[src/rtl/fetch_redirect_unit.sv]
// PC owner and instruction fetcher: one outstanding imem request, valid/ready handoff to decode,
// redirects squash stale fetches. Optional build macro: MISALIGN_CHECK_EN.
module fetch_redirect_unit #(
   parameter int              PC_W     = 8,
   parameter logic [PC_W-1:0] RESET_PC = '0
) (
   input  logic            iCLK,
   input  logic            iRST_N,
   input  logic            iREDIR_VALID,
   input  logic [PC_W-1:0] iREDIR_PC,
   output logic            oIMEM_REQ,
   output logic [PC_W-1:0] oIMEM_ADDR,
   input  logic            iIMEM_GNT,
   input  logic            iIMEM_RVALID,
   input  logic [31:0]     iIMEM_RDATA,
   output logic            oIR_VALID,
   output logic [31:0]     oIR,
   output logic [PC_W-1:0] oPC,
   input  logic            iIR_READY,
`ifdef MISALIGN_CHECK_EN
   output logic            oMISALIGN,
`endif
   output logic [1:0]      dbgState
);

   // Handshakes: a transfer happens on a rising edge where valid (oIMEM_REQ / oIR_VALID) and the
   // matching ready (iIMEM_GNT / iIR_READY) are both high; valid never depends on ready.
   typedef enum logic [1:0] {S_IDLE, S_REQ, S_WAIT, S_OUT} state_t;

   localparam logic [PC_W-1:0] ALIGN_MASK = ~PC_W'(3);

   state_t          state, stateNext;
   logic [PC_W-1:0] pc, pcNext;
   logic            discard, discardNext;
   logic [31:0]     irReg, irNext;
   logic [PC_W-1:0] pcOutReg, pcOutNext;
   logic            redirTake;
   logic [PC_W-1:0] redirTarget;

`ifdef MISALIGN_CHECK_EN
   logic misalignReg;
   logic misalignNext;

   // A misaligned target is rejected outright; only the one-cycle flag records it.
   assign redirTake    = iREDIR_VALID && (iREDIR_PC[1:0] == 2'b00);
   assign misalignNext = iREDIR_VALID && (iREDIR_PC[1:0] != 2'b00);
   assign redirTarget  = iREDIR_PC;
   assign oMISALIGN    = misalignReg;

   always_ff @(posedge iCLK or negedge iRST_N) begin
      if (!iRST_N) misalignReg <= 1'b0;
      else         misalignReg <= misalignNext;
   end
`else
   assign redirTake   = iREDIR_VALID;
   assign redirTarget = iREDIR_PC & ALIGN_MASK;
`endif

   always_ff @(posedge iCLK or negedge iRST_N) begin
      if (!iRST_N) begin
         state    <= S_IDLE;
         pc       <= RESET_PC;
         discard  <= 1'b0;
         irReg    <= 32'd0;
         pcOutReg <= RESET_PC;
      end else begin
         state    <= stateNext;
         pc       <= pcNext;
         discard  <= discardNext;
         irReg    <= irNext;
         pcOutReg <= pcOutNext;
      end
   end

   always_comb begin
      stateNext   = state;
      pcNext      = pc;
      discardNext = discard;
      irNext      = irReg;
      pcOutNext   = pcOutReg;
      case (state)
         S_IDLE: stateNext = S_REQ;
         S_REQ: begin
            if (iIMEM_GNT) begin
               stateNext = S_WAIT;
               // The granted request still carries the old address; its reply must be dropped.
               if (redirTake) discardNext = 1'b1;
            end
         end
         S_WAIT: begin
            if (iIMEM_RVALID) begin
               if (discard || redirTake) begin
                  discardNext = 1'b0;
                  stateNext   = S_REQ;
               end else begin
                  irNext    = iIMEM_RDATA;
                  pcOutNext = pc;
                  pcNext    = pc + PC_W'(4);
                  stateNext = S_OUT;
               end
            end else if (redirTake) begin
               discardNext = 1'b1;
            end
         end
         S_OUT: begin
            if (redirTake || iIR_READY) stateNext = S_REQ;
         end
         default: stateNext = S_IDLE;
      endcase
      // Redirect overrides any sequential update; the latest one wins.
      if (redirTake) pcNext = redirTarget;
   end

   always_comb begin
      oIMEM_REQ = 1'b0;
      oIR_VALID = 1'b0;
      case (state)
         S_REQ:   oIMEM_REQ = 1'b1;
         S_OUT:   oIR_VALID = 1'b1;
         default: ;
      endcase
   end

   assign oIMEM_ADDR = pc;
   assign oIR        = irReg;
   assign oPC        = pcOutReg;
   assign dbgState   = state;

endmodule

[config.mk]
export PLATFORM = sky130hd
export DESIGN_NAME = fetch_redirect_unit
export DESIGN_NICKNAME = d
export VERILOG_FILES = /design/src/rtl/fetch_redirect_unit.sv
export SDC_FILE = /design/constraint.sdc
export NUM_CORES = 1
export LEC_CHECK = 0
export BUFFER_PORTS_ARGS = -buffer_cell sky130_fd_sc_hd__buf_2
export CAP_MARGIN = 20
export CORE_AREA = 2 2 74 76
export DETAILED_ROUTE_END_ITERATION = 8
export DIE_AREA = 0 0 76 78
export GPL_TIMING_DRIVEN = 0
export HOLD_SLACK_MARGIN = 0.08
export PLACE_DENSITY_LB_ADDON = 0.05
export SLEW_MARGIN = 20
export SYNTH_ARGS = -nofsm -noshare
export SYNTH_HDL_FRONTEND = slang
export SYNTH_SLANG_ARGS = --single-unit
[constraint.sdc]
create_clock -name iCLK -period 1.6 [get_ports iCLK]
set_clock_uncertainty 0.05 [all_clocks]
set_input_delay 0.16 -clock iCLK [delete_from_list [all_inputs] [get_ports iCLK]]
set_output_delay 0.16 -clock iCLK [all_outputs]
set_load 0.02 [all_outputs]
After elaboration in Yosys (flattened, before gate mapping):

Index checks and enable logic that the tools add are counted.

* word-level logic and storage cells: 41
* register bits: 51
* input port bits: 46

* equal/unequal tests: 8
* bitwise operators: 1
* reductions and logical operators: 10
* $add $sub $neg: 1
* muxes and demuxes: 16

Operators with widths (number)
* 2-to-1 mux 8 bit: 4
* AND reduction 3 bit: 4
* adder 8 x 3 -> 8 bit, second input constant: 1
* 2-to-1 mux 2 bit: 4
* inequality test 2 bit, second input constant: 4
* one-hot mux 2 bit (4 select lines): 1
* 2-to-1 mux 1 bit: 6
* nonzero test 2 bit: 3
* equality test 2 bit, second input constant: 2
* inequality test 3 bit, second input constant: 1
* equality test 2 x 1 -> 1 bit, second input constant: 1
* zero test 2 bit: 1
* logical OR 1 bit: 2
* one-hot mux 1 bit (2 select lines): 1
* inverter 1 bit: 1

Logic depth before layout (Yosys ltp):

Gate-level depths: netlist of the first run.

* word-level depth: 5
* gate-level depth with buffers: 7
* gate-level depth less buffers: 5

Worst setup path before layout of the first run:

Ideal clock, no wire load.

* path kind: reg-to-reg
* start: register state[0], in the netlist dbgState[0]
* end: register pcOutReg[2], in the netlist oPC[2]
* path slack: -0.182 ns
* arrival time: 1.605 ns
* cell stages (with the launch flop): 8
* required time: 1.422 ns
* period minus slack after synthesis: 1.782 ns
* cell sequence: dfrtp_1 -> inv_1 -> ha_1 -> nand2_1 -> nor3_2 -> buf_6 -> buf_6 -> mux2_1

* word-level cells in the longest chain between the ends: 2

RTL lines
* from (decl): line 32 `state_t state, stateNext;`
* from (signal assigned): line 67 `state <= stateNext;`
* equality test 2 bit: line 81 `case (state)`
* AND reduction 3 bit (no source line)
* to (signal assigned): line 71 `pcOutReg <= pcOutNext;`
* to (decl): line 36 `logic [PC_W-1:0] pcOutReg, pcOutNext;`

Every way passes these cells.
A chain may end at the register's enable or synchronous reset.

Worst setup path after layout of the first run:

* start: register state[0], in the netlist dbgState[0]
* end: register irReg[3], in the netlist oIR[3]

* word-level cells in the longest chain between the ends: 2

RTL lines
* equality test 2 bit: line 81
* AND reduction 3 bit (no source line)
* to (signal assigned): line 70 `irReg <= irNext;`
* to (decl): line 35 `logic [31:0] irReg, irNext;`

Every way passes these cells.

==> impl_metrics.py, run 1 <==
metrics = {
    "floorplan": {
        "core.rowCount": 26,
        "die_x_um": 76,
        "ios": 98,
        "coreArea_mm2": 0.005042,
        "start_util_pct": 40.57,
        "fp.dieH_um": 78,
        "die_area_mm2": 0.005928,
    },
    "global_route": {
        "grt_pass1_vias": 1645,
        "grt_pass1_wl_um": 8024,
        "antenna_found_initial": 0,
        "grt_use_total_pct": 16.95,
        "grt_max_degree": 48,
        "grt_overflow": 0,
    },
    "route": {
        "vias_per_cell": 4.505,
        "ant_nets": 0,
        "wl_per_cell_um": 12.87,
        "vias": 1658,
        "wl_um": 4737,
        "drtIter0Drc": 41,
        "post-route-drc-count": 0,
        "dr.pass1.iters": 4,
    },
    "logic_synthesis": {
        "synthSimpleGateAreaFrac_pct": 7.706,
        "synth.distinct_cells": 28,
        "synthesis.area_mm2": 0.002046,
        "synthCells": 148,
        "yosysWarningCount": 0,
        "yosysSeqAreaShare_pct": 57.49,
        "ys_ff_latch": 47,
        "avgSynthCellArea_um2": 13.82,
        "synth_top_family_by_area": "multiplexers",
        "synth_xor_area_share_pct": 0.8563,
        "synthMuxAreaShare_pct": 22.39,
        "synth-compound-area-share_pct": 3.242,
        "yosys.area_share.adder_pct": 3.670,
    },
    "layout": {
        "diodes": 0,
        "nets": 349,
        "fin_util_pct": 66.25,
        "area_growth_pct": 63.30,
        "nFillCells": 381,
        "drive_gt1_share_pct": 54.36,
    },
    "timing": {
        "fin_ws_ps": -76.77,
        "slew_viol_final": 0,
        "fmax_ghz": 0.5964,
        "finalSetupViolCount": 24,
        "rsz0062_at_grt": "yes",
        "tightest_slew_ps": 578.4,
        "holdWs_ps": 113.4,
        "relSlewSlack_pct": 61.44,
        "timing.final.crit_share_pct": 104.8,
        "period_needed_ps": 1677,
        "final_hold_viol_count": 0,
    },
    "status": {
        "status": "complete, but fails checks",
        "violations": "negative setup slack",
    },
    "clocking": {
        "cts_root_buf": "clkbuf_8",
        "cts_buffers": 5,
        "cts_tree": "done",
        "htreeDepth": 2,
        "clk_path_buf_depth": 2,
        "clock_latency_ps": 300,
        "path_clk_slew_ps": 90,
        "numClockSinks": 47,
    },
    "power": {
        "ir_drop_uv": 828.7,
        "power_frac_seq_pct": 37.7,
        "power.total_mw": 5.350,
        "p_leak_nw": 1.721,
        "combinationalPowerShare_pct": 46.3,
        "power_density_mw_per_mm2": 1601,
        "swShare_pct": 36.77,
        "internal_power_mw": 3.383,
        "clkPwrFrac_pct": 16.1,
        "switchingPower_mw": 1.967,
    },
    "critical_path": {
        "required_ps": 1740,
        "end_kind": "register",
        "crit_fanout": 6,
        "path_class": "register to register",
        "critPathLaunchType": "register",
        "cp.arrival_ps": 1820,
    },
    "placement": {
        "gp_congestion": 0.7163,
        "dpl.hpwl_um": 3041,
        "port_buffers": 90,
    },
    "min_path": {
        "hold_class": "primary input to register",
    },
    "job": {
        "maxCapViolations": 0,
    },
}
[cell families (layout without fill, tap and decap cells)]
family	Yosys count	after routing
AND/OR/NAND/NOR	27	27
buffers and inverters	13	160
flip-flops	47	47
XOR/XNOR	2	2
multiplexers	41	41
adder cells (fa/ha/maj)	6	6
other	1	4
AO/OA/AOI/OAI	11	11
[state kept, by name (all words and copies together) (netlist names)]
signal      count
oIR            32
oIMEM_ADDR      6
oPC             6
dbgState        2
discard         1
[metal layers]
layer / wire length, µm / GRT usage [%]
met5: 0 / 0
met4: 84 / 6.545
met3: 251 / 3.953
met2: 2305 / 27.32
met1: 2096 / 22.33
[final cells by class]
| type | instances | area (µm²) | area share [%] |
|---|---|---|---|
| Buffer | 8 | 65.06 | 1.948 |
| Clock buffer | 5 | 68.82 | 2.060 |
| Clock inverter | 3 | 43.79 | 1.311 |
| Inverter | 3 | 13.76 | 0.4120 |
| Multi-Input combinational cell | 91 | 919.6 | 27.53 |
| Sequential cell | 47 | 1179 | 35.28 |
| Tap cell | 70 | 87.58 | 2.622 |
| Timing Repair Buffer | 141 | 963.4 | 28.84 |
[cells in the mapped netlist]
library cell | instances | area share [%]
dfrtp_1 | 47 | 57
mux2_1 | 20 | 11
mux2_2 | 18 | 9.9
nand2_1 | 9 | 1.7
ha_1 | 6 | 3.7
o21ai_0 | 6 | 1.5
buf_4 | 5 | 1.8
buf_6 | 3 | 1.7
inv_1 | 3 | 0.55
mux2i_1 | 3 | 1.5
nand3_1 | 3 | 0.73
nor2b_1 | 3 | 0.92
or4_1 | 3 | 1.1
a21oi_1 | 2 | 0.49
nand2b_1 | 2 | 0.61
nand4b_1 | 2 | 0.86
xor2_1 | 2 | 0.86
a311oi_1 | 1 | 0.43
buf_2 | 1 | 0.24
clkbuf_1 | 1 | 0.18
conb_1 | 1 | 0.18
nand3b_1 | 1 | 0.37
nand4_1 | 1 | 0.31
nor3_2 | 1 | 0.49
nor3b_1 | 1 | 0.37
o21bai_1 | 1 | 0.37
o311a_1 | 1 | 0.49
or2_2 | 1 | 0.31
[critical path: stages, from the launching register on]
cell	delay, ps
dfrtp_2	430
inv_4	80
ha_4	150
nand2_4	50
nor3_4	130
buf_6	170
buf_6	100
buf_6	90
mux2_2	320
[path summary, 6_finish.rpt]
path,to,cells past startpoint,from,slack (ps)
min,discard$_DFFE_PN0P_,2,iIMEM_RVALID,110
max in group asynchronous,dbgState[1]$_DFFE_PN0P_,2,iRST_N,730
max,oIR[3]$_DFFE_PN0P_,8,dbgState[0]$_DFFE_PN0P_,-80
min reg2reg,oIR[11]$_DFFE_PN0P_,1,oIR[11]$_DFFE_PN0P_,460
max reg2reg,oIR[3]$_DFFE_PN0P_,8,dbgState[0]$_DFFE_PN0P_,-80
min in group asynchronous,oIMEM_ADDR[3]$_DFFE_PN0P_,2,iRST_N,350
[stage by stage]
step / std cells / worst slack (ps) / area, µm² / TNS, ps
floorplan: 151 / -141.4 / 2142 / -3498
global placement: 311 / -192.8 / 2680 / -5038
detailed placement: 311 / -189.8 / 2680 / -4936
CTS: 367 / -96.27 / 3342 / -2011
global route: 368 / -135.8 / 3341 / -2747
finish: 368 / -76.77 / 3341 / -897.1
[layout by cell type, fill, tap and decap left out, types with 2 or more instances in the layout]
cell and count:
nor2b_1 3, dlygate4sd3_1 40, ha_1 4, buf_6 5, o21ai_0 6, a21oi_1 2
mux2i_1 3, dfrtp_2 2, clkbuf_8 5, conb_1 4, or4_1 3, nand3_1 3
buf_4 11, inv_1 2, buf_2 90, mux2_2 11, nand2_1 8, nand4b_1 2
nand2b_1 2, dfrtp_1 45, mux2_4 27, xor2_1 2
[power by group through the flow]
stage | registers (mW) | clock network (mW) | logic (mW)
2_1_floorplan | 2.64 | 0 | 0.849
3_3_place_gp | 2.00 | 0 | 2.21
3_5_place_dp | 2.02 | 0 | 2.23
4_1_cts | 2.00 | 0.896 | 2.47
5_1_grt | 2.10 | 0.960 | 2.64
6_report | 2.02 | 0.859 | 2.48
[timing repair]
action	4_1_cts	5_1_grt
setup buffers	8	3
endpoints found under the hold margin	86	0
pin swaps	2	5
resized for setup	15	5
endpoints found under the setup margin	41	41
gates cloned	1	0
hold buffers	40	0
Note: power is estimated with default switching activity, not from simulation.
==> run 2, diff against run 1 <==
CELL_PAD_IN_SITES_DETAIL_PLACEMENT = 0   (was unset)
CELL_PAD_IN_SITES_GLOBAL_PLACEMENT = 1   (was unset)
CORE_AREA = 2 2 83 85   (was 2 2 74 76)
DIE_AREA = 0 0 85 87   (was 0 0 76 78)
==> run 2 against run 1 <==
  * The run still ends with negative setup slack left
  * Global-route usage down 2.8 points
  * Die area increased by 25%
  * First-iteration DRC count is 34% higher
  * Sequential power about the same
  * Cell count increased by 3.5%
  * Critical endpoint is now oIR[19]$_DFFE_PN0P_
==> impl_metrics.py, run 2 (synthesis results as in run 1) <==
metrics = {
    "power": {
        "p_leak_nw": 1.755,
        "ir_drop_uv": 1166,
        "power_density_mw_per_mm2": 1620,
        "combinationalPowerShare_pct": 45.8,
        "power.total_mw": 5.576,
        "switchingPower_mw": 1.990,
        "swShare_pct": 35.69,
        "clkPwrFrac_pct": 18.1,
        "internal_power_mw": 3.586,
        "power_frac_seq_pct": 36.1,
    },
    "floorplan": {
        "die_area_mm2": 0.007395,
        "coreArea_mm2": 0.006569,
        "fp.dieH_um": 87,
        "core.rowCount": 30,
        "ios": 98,
        "start_util_pct": 31.14,
        "die_x_um": 85,
    },
    "layout": {
        "largest_register_ffs": 32,
        "area_growth_pct": 68.26,
        "stdcell_count": 381,
        "drive_gt1_share_pct": 54.82,
        "diodes": 0,
        "nets": 352,
        "most-common-layout-cells": "buf_2, dfrtp_1, dlygate4sd3_1, mux2_4, buf_4",
        "nFillCells": 579,
        "final_common_cell": "buf_2",
    },
    "timing": {
        "final_hold_viol_count": 0,
        "fmax_ghz": 0.5969,
        "timing.final.crit_share_pct": 104.7,
        "fin_tns_setup_ps": -1579,
        "holdWs_ps": 130.7,
        "fin_ws_ps": -75.40,
        "slew_viol_final": 0,
        "finalSetupViolCount": 37,
        "rsz0062_at_grt": "yes",
        "period_needed_ps": 1675,
    },
    "critical_path": {
        "cp_top_family": "buffers and inverters",
        "cp.arrival_ps": 1810,
        "path_class": "register to register",
        "required_ps": 1730,
        "crit_fanout": 10,
        "cp_slowest_cell": "dfrtp_2",
        "end_kind": "register",
        "worst-path-buf-inv": 3,
        "path_cells": "inv_4 -> ha_4 -> nand2_4 -> nor3_4 -> buf_6 -> buf_12 -> mux2_4",
        "max_stage_delay_ps": 430,
        "critPathLaunchType": "register",
    },
    "placement": {
        "place_ws_ps": -261.1,
        "dp.cells": 322,
        "gp_congestion": 0.7401,
        "port_buffers": 90,
        "dpl.hpwl_um": 3304,
    },
    "global_route": {
        "antenna_found_initial": 0,
        "grt_pass1_wl_um": 8190,
        "grt_max_degree": 31,
        "grt_overflow": 0,
        "grt_pass1_vias": 1712,
        "use_met3_pct": 3.318,
        "grt_use_met2_pct": 23.72,
        "grt_util_met1_pct": 18.36,
        "busiest_layer": "met2",
        "grt_use_total_pct": 14.13,
    },
    "min_path": {
        "hold_class": "primary input to register",
    },
    "route": {
        "vias": 1691,
        "vias_per_cell": 4.438,
        "post-route-drc-count": 0,
        "wl_um": 5104,
        "drtIter0Drc": 55,
        "ant_nets": 0,
        "dr.pass1.iters": 4,
        "wl_per_cell_um": 13.40,
    },
    "clocking": {
        "cts_tree": "done",
        "cts_root_buf": "clkbuf_8",
        "clk_path_buf_depth": 2,
        "cts_buffers": 5,
        "numClockSinks": 47,
        "htreeDepth": 2,
        "clock_latency_ps": 290,
        "path_clk_slew_ps": 80,
    },
    "status": {
        "status": "complete, but fails checks",
        "violations": "negative setup slack",
    },
    "job": {
        "maxCapViolations": 0,
    },
}
-- run 2: what timing repair did --
action                                 in CTS  in global routing
endpoints found under the hold margin      56                  0
hold buffers                               40                  0
cloned                                      1                  1
pin swaps                                   2                  4
gates resized for setup                    20                  6
buffers inserted                            7                  3
setup endpoints to repair                  41                 42
-- run 2: final timing paths --
check                                   startpoint  depth (start not counted)                      end  slack [ps]
max                        dbgState[0]$_DFFE_PN0P_                          7      oIR[19]$_DFFE_PN0P_         -80
min                                   iIMEM_RVALID                          2      discard$_DFFE_PN0P_         130
max reg2reg                dbgState[0]$_DFFE_PN0P_                          7      oIR[19]$_DFFE_PN0P_         -80
min reg2reg                     oPC[7]$_DFFE_PN0P_                          1       oPC[7]$_DFFE_PN0P_         450
max in group asynchronous                   iRST_N                          3  dbgState[1]$_DFFE_PN0P_         690
min in group asynchronous                   iRST_N                          2      oIR[26]$_DFFE_PN0P_         290
-- run 2: layout make-up --
type                            instances  area [µm²]  share of cell area, %
Sequential cell                        47        1179                  34.24
Clock inverter                          2       60.06                  1.745
Buffer                                  9       85.08                  2.472
Inverter                                3       13.76                 0.3999
Timing Repair Buffer                  143       992.2                  28.83
Tap cell                               80       100.1                  2.908
Clock buffer                            6       72.57                  2.108
Multi-Input combinational cell         91       939.7                  27.30
-- run 2: power by group through the flow --
stage          clock network, mW  logic (mW)  registers [mW]
2_1_floorplan                  0       0.849            2.64
3_3_place_gp                   0        2.24            2.01
3_5_place_dp                   0        2.24            2.02
4_1_cts                     1.05        2.53            2.00
5_1_grt                     1.10        2.73            2.08
6_report                    1.01        2.56            2.01
-- run 2: metrics by stage --
stage | util (%) | area [µm²]
after CTS | 51.66 | 3393
final | 52.40 | 3442
after global placement | 40.99 | 2693
after detailed placement | 41.30 | 2713
after global routing | 52.40 | 3442
after floorplan | - | 2142
-- run 2: routing by layer --
metal / up-vias / wire (µm) / part of all wire (%)
li1: 813 / - / -
met1: 819 / 2268 / 44
met2: 53 / 2511 / 49
met3: 6 / 270 / 5.3
met4: 0 / 55 / 1.1
met5: - / 0 / 0
